===== src/rtl/fifo_stream_pkg.sv =====
// Shared types for the FIFO read-side stream adapter.
package fifo_stream_pkg;
    typedef enum logic [1:0] {ST_EMPTY, ST_ONE, ST_TWO} fifo_stream_state_e;
    localparam int OCC_MAX = 2;
endpackage


===== src/rtl/fifo_stream_out.sv =====
// Read-side adapter: pops a synchronous FIFO into a 2-entry registered skid buffer
// and presents the words as a valid/ready stream with no out_ready -> fifo_ren path.
module fifo_stream_out
    import fifo_stream_pkg::*;
#(
    parameter type T = logic
) (
    input  logic       clk,
    input  logic       rst,
    input  logic       flush,
    input  logic       fifo_empty,
    output logic       fifo_ren,
    input  T           fifo_data,
    output logic       out_valid,
    input  logic       out_ready,
    output T           out_data,
    output logic [1:0] occupancy
);

    fifo_stream_state_e state_q, state_d;
    T                   main_q, main_d;
    T                   skid_q, skid_d;

    // Pop decision uses only registered state, so back-pressure never reaches the FIFO combinationally.
    assign fifo_ren  = !fifo_empty && (state_q != ST_TWO) && !flush && !rst;
    assign out_valid = (state_q != ST_EMPTY);
    assign out_data  = main_q;

    always_comb begin
        occupancy = 2'd0;
        case (state_q)
            ST_ONE:  occupancy = 2'd1;
            ST_TWO:  occupancy = 2'd2;
            default: occupancy = 2'd0;
        endcase
    end

    always_comb begin
        state_d = state_q;
        main_d  = main_q;
        skid_d  = skid_q;
        if (flush) begin
            state_d = ST_EMPTY;
        end else begin
            case (state_q)
                ST_EMPTY: begin
                    if (fifo_ren) begin
                        state_d = ST_ONE;
                        main_d  = fifo_data;
                    end
                end
                ST_ONE: begin
                    if (fifo_ren && out_ready) begin
                        main_d = fifo_data;
                    end else if (fifo_ren) begin
                        state_d = ST_TWO;
                        skid_d  = fifo_data;
                    end else if (out_ready) begin
                        state_d = ST_EMPTY;
                    end
                end
                ST_TWO: begin
                    // Skid word is always older than anything still in the FIFO.
                    if (out_ready) begin
                        state_d = ST_ONE;
                        main_d  = skid_q;
                    end
                end
                default: state_d = ST_EMPTY;
            endcase
        end
    end

    always_ff @(posedge clk) begin
        if (rst) begin
            state_q <= ST_EMPTY;
            main_q  <= '0;
            skid_q  <= '0;
        end else begin
            state_q <= state_d;
            main_q  <= main_d;
            skid_q  <= skid_d;
        end
    end

    a_no_pop_empty: assert property (@(posedge clk) disable iff (rst) !(fifo_ren && fifo_empty));
    a_no_pop_two:   assert property (@(posedge clk) disable iff (rst) !(fifo_ren && state_q == ST_TWO));
    a_stable:       assert property (@(posedge clk) disable iff (rst)
                        (out_valid && !out_ready && !flush) |=> (out_valid && $stable(out_data)));
    a_occ_max:      assert property (@(posedge clk) disable iff (rst) occupancy <= 2'(OCC_MAX));

endmodule


===== config.mk =====
export PLATFORM = sky130hd
export DESIGN_NAME = fifo_stream_out
export DESIGN_NICKNAME = d
export VERILOG_FILES = /design/src/rtl/fifo_stream_pkg.sv /design/src/rtl/fifo_stream_out.sv
export SDC_FILE = /design/constraint.sdc
export NUM_CORES = 1
export LEC_CHECK = 0
export CAP_MARGIN = 20
export CORE_AREA = 8 8 45 47
export DETAILED_ROUTE_END_ITERATION = 6
export DIE_AREA = 0 0 53 55
export HOLD_SLACK_MARGIN = 0.1
export SETUP_SLACK_MARGIN = 0.05
export SLEW_MARGIN = 5
export SYNTH_ARGS = -nofsm -noshare
export SYNTH_HDL_FRONTEND = slang
export SYNTH_SLANG_ARGS = --single-unit

===== constraint.sdc =====
create_clock -name clk -period 3.15 [get_ports clk]
set_input_delay 0.315 -clock clk [delete_from_list [all_inputs] [get_ports clk]]
set_output_delay 0.315 -clock clk [all_outputs]
set_load 0.01 [all_outputs]

==> run metrics <==
status=finished, final reports clean; Seq/Total Area, Yosys=0.2977; diodes inserted=0; CTS Root Cell=clkbuf_4; layout cells sized above 1=0.08511; Power Internal=110.7 uW; CTS Buf Count=3; core area=0.001384 mm^2; Yosys cell types=20; crit path max fanout=6; final cell count without fillers=63; WL/cell=10.98 um; post-CTS setup buffer count=0; drt pass-1 iters=3; Worst Path Class, Setup=input pin to primary output; Seq cells post-synth=4; vias in the first global route=~270; cell area power density=347.2 mW/mm^2; crit path DAT=roughly 1.9 ns; Hold Path Class=register to register; GRT Total Usage=0.05461; Slew @ Worst Pin=between 0.2 and 0.3 ns; Die X-Extent=53 um; dpl cells=60; post-DP HPWL=527.5 um; Ports=11; initial core utilization=0.1944; Finish-stage setup viols=0; skew final=0.0007149 ns; GRT Residual Overflow=0; time the worst path needs with I/O delays and setup=2.186 ns; peak supply drop=0.0001020 V; Routed WL=just under 700 um; fill cell count=roughly 150; TritonCTS clock tree=built; Final Hold Viols=0; DRC viols=0; Sink Count=4; switching part of the total=0.2251; Clock Latency Late Sink=0.23 ns; CP Data Required Time=~2.8 ns; Synth area leaders=dfxtp_1 (30%), nor2_1 (7.0%), a21oi_1 (5.6%); Ys Warns=0; setup tns final=0 ns; synthesized area per cell=7.912 um^2; Pins Over Slew Limit=0; # rows=14; DRT iter0 DRCs=3; largest net degree at the start of global routing=10; routability cong.=0.7352; post-cts sizing count=0; Die ar.=around 0.003 mm^2; leakage=roughly 0.16 nW; initial antenna violation count=0; share of the synthesized area in the top cell type=0.2977; Die H=55 um; post-synth top area cell=dfxtp_1; unrepaired setup endpoints after global routing=false; number of vias per cell=4.492; final worst-path cycle share=0.6938; Final #Nets=55; Comb power frac=0.190; Syn Nets=40; Vias=283; post-route cell area=411.6 um^2; Synth Instances=34; post-detailed-route count of antenna-violating nets=0; Crit. End Element=primary output; clk slew on worst S/H paths=around 0.040 ns; Port Buffers=10; Post-DP Area=389.1 um^2; max frequency=~460 MHz; Syn Std Cell Area=269.0 um^2; area grow syn2layout=53.02%; first-pass GRT wire length=between 1 and 1.5 mm; reg2reg setup slack=1.71 ns; Psw=~32 uW; Reg power frac=0.378; max-cap viol count=0; H-tree Lvls=1; CP Launch Type=input pin; relative slew slack=0.8280; hold buffers post-CTS=0; clock group share of total power=0.433; Max Root-Sink Buffers=2
==> cell usage after synthesis <==
cell type,instances
or2_1,2
or4b_1,1
nor3_1,1
mux2i_1,1
a21oi_1,3
dfxtp_1,4
or3_4,1
a31oi_1,1
o31ai_1,1
or3b_1,1
nand3b_1,1
or2b_1,2
nand2_1,2
nor4bb_1,1
inv_1,2
o21a_1,2
nand2b_1,1
nor2_1,5
o211ai_1,1
and2b_1,1
==> final cells by class <==
class | count | area (um^2) | area share
clock buffers | 3 | 22.52 | 0.05471
inverters | 2 | 7.507 | 0.01824
multi-input cells | 28 | 181.4 | 0.4407
flip-flops and latches | 4 | 80.08 | 0.1945
well taps | 16 | 20.02 | 0.04863
repair buffers | 10 | 100.1 | 0.2432
==> registers in the layout (all words and copies together), names as in the netlist <==
signal / flops
skid_q: 1
out_data: 1
state_q: 2
==> path summary, 6_finish.rpt <==
path	from	endpoint	cells after the start
setup / recovery	fifo_empty	fifo_ren	4
hold reg to reg	out_data	out_data	2
setup reg to reg	state_q[0]	skid_q	3
hold / removal	out_data	out_data	2
==> worst max-delay path, cell delays in order <==
cell	delay, ns
clkdlybuf4s50_1	0.49
or3_4	0.43
nor2_1	0.09
clkdlybuf4s50_1	0.54
==> per-stage QoR <==
stage	util	power, mW	setup WS, ns	hold WS, ns
final	0.2975	0.1429	0.9645	0.4581
after global placement	0.2812	0.08200	0.9714	0.4533
after floorplan	-	0.06560	1.825	0.3841
after CTS	0.2975	0.1481	0.9548	0.4631
after global routing	0.2975	0.1551	0.9094	0.4798
after detailed placement	0.2812	0.08198	0.9718	0.4580
==> cells by family (layout without fill, tap and decap cells) <==
family | after synthesis | after routing | share of synthesized area
mux | 1 | 1 | 0.03721
flops | 4 | 4 | 0.2977
compound gates | 8 | 8 | 0.1907
simple gates | 19 | 19 | 0.4465
buf+inv | 2 | 15 | 0.02792
==> power by group through the flow <==
stage                     logic (mW)  registers [mW]  clock network (mW)
final                         0.0271          0.0540              0.0618
after global routing          0.0293          0.0544              0.0715
after CTS                     0.0274          0.0540              0.0667
after detailed placement      0.0272          0.0548                   0
after global placement        0.0272          0.0548                   0
after floorplan               0.0111          0.0545                   0
==> routing by layer <==
metal | routed length (um) | vias up | global-route usage
met5 | 0 | - | 0
met4 | 10 | 0 | 0.06466
met3 | 62 | 2 | 0.02941
met2 | 271 | 9 | 0.05859
met1 | 348 | 125 | 0.06677
li1 | - | 147 | -
==> cell usage in the layout (no fill, tap or decap) <==
master / Yosys / routed
clkdlybuf4s50_1: 0 / 10
nor2_1: 5 / 5
dfxtp_1: 4 / 4
a21oi_1: 3 / 3
clkbuf_4: 0 / 3
or2b_1: 2 / 2
inv_1: 2 / 2
or2_1: 2 / 2
nand2_1: 2 / 2
o21a_1: 2 / 2
and2b_1: 1 / 1
or3_4: 1 / 1
or3b_1: 1 / 1
o211ai_1: 1 / 1
nor4bb_1: 1 / 1
a31oi_1: 1 / 1
mux2i_1: 1 / 1
or4b_1: 1 / 1
o31ai_1: 1 / 1
nand3b_1: 1 / 1
nand2b_1: 1 / 1
nor3_1: 1 / 1
Power figures use the tool's default switching activity.
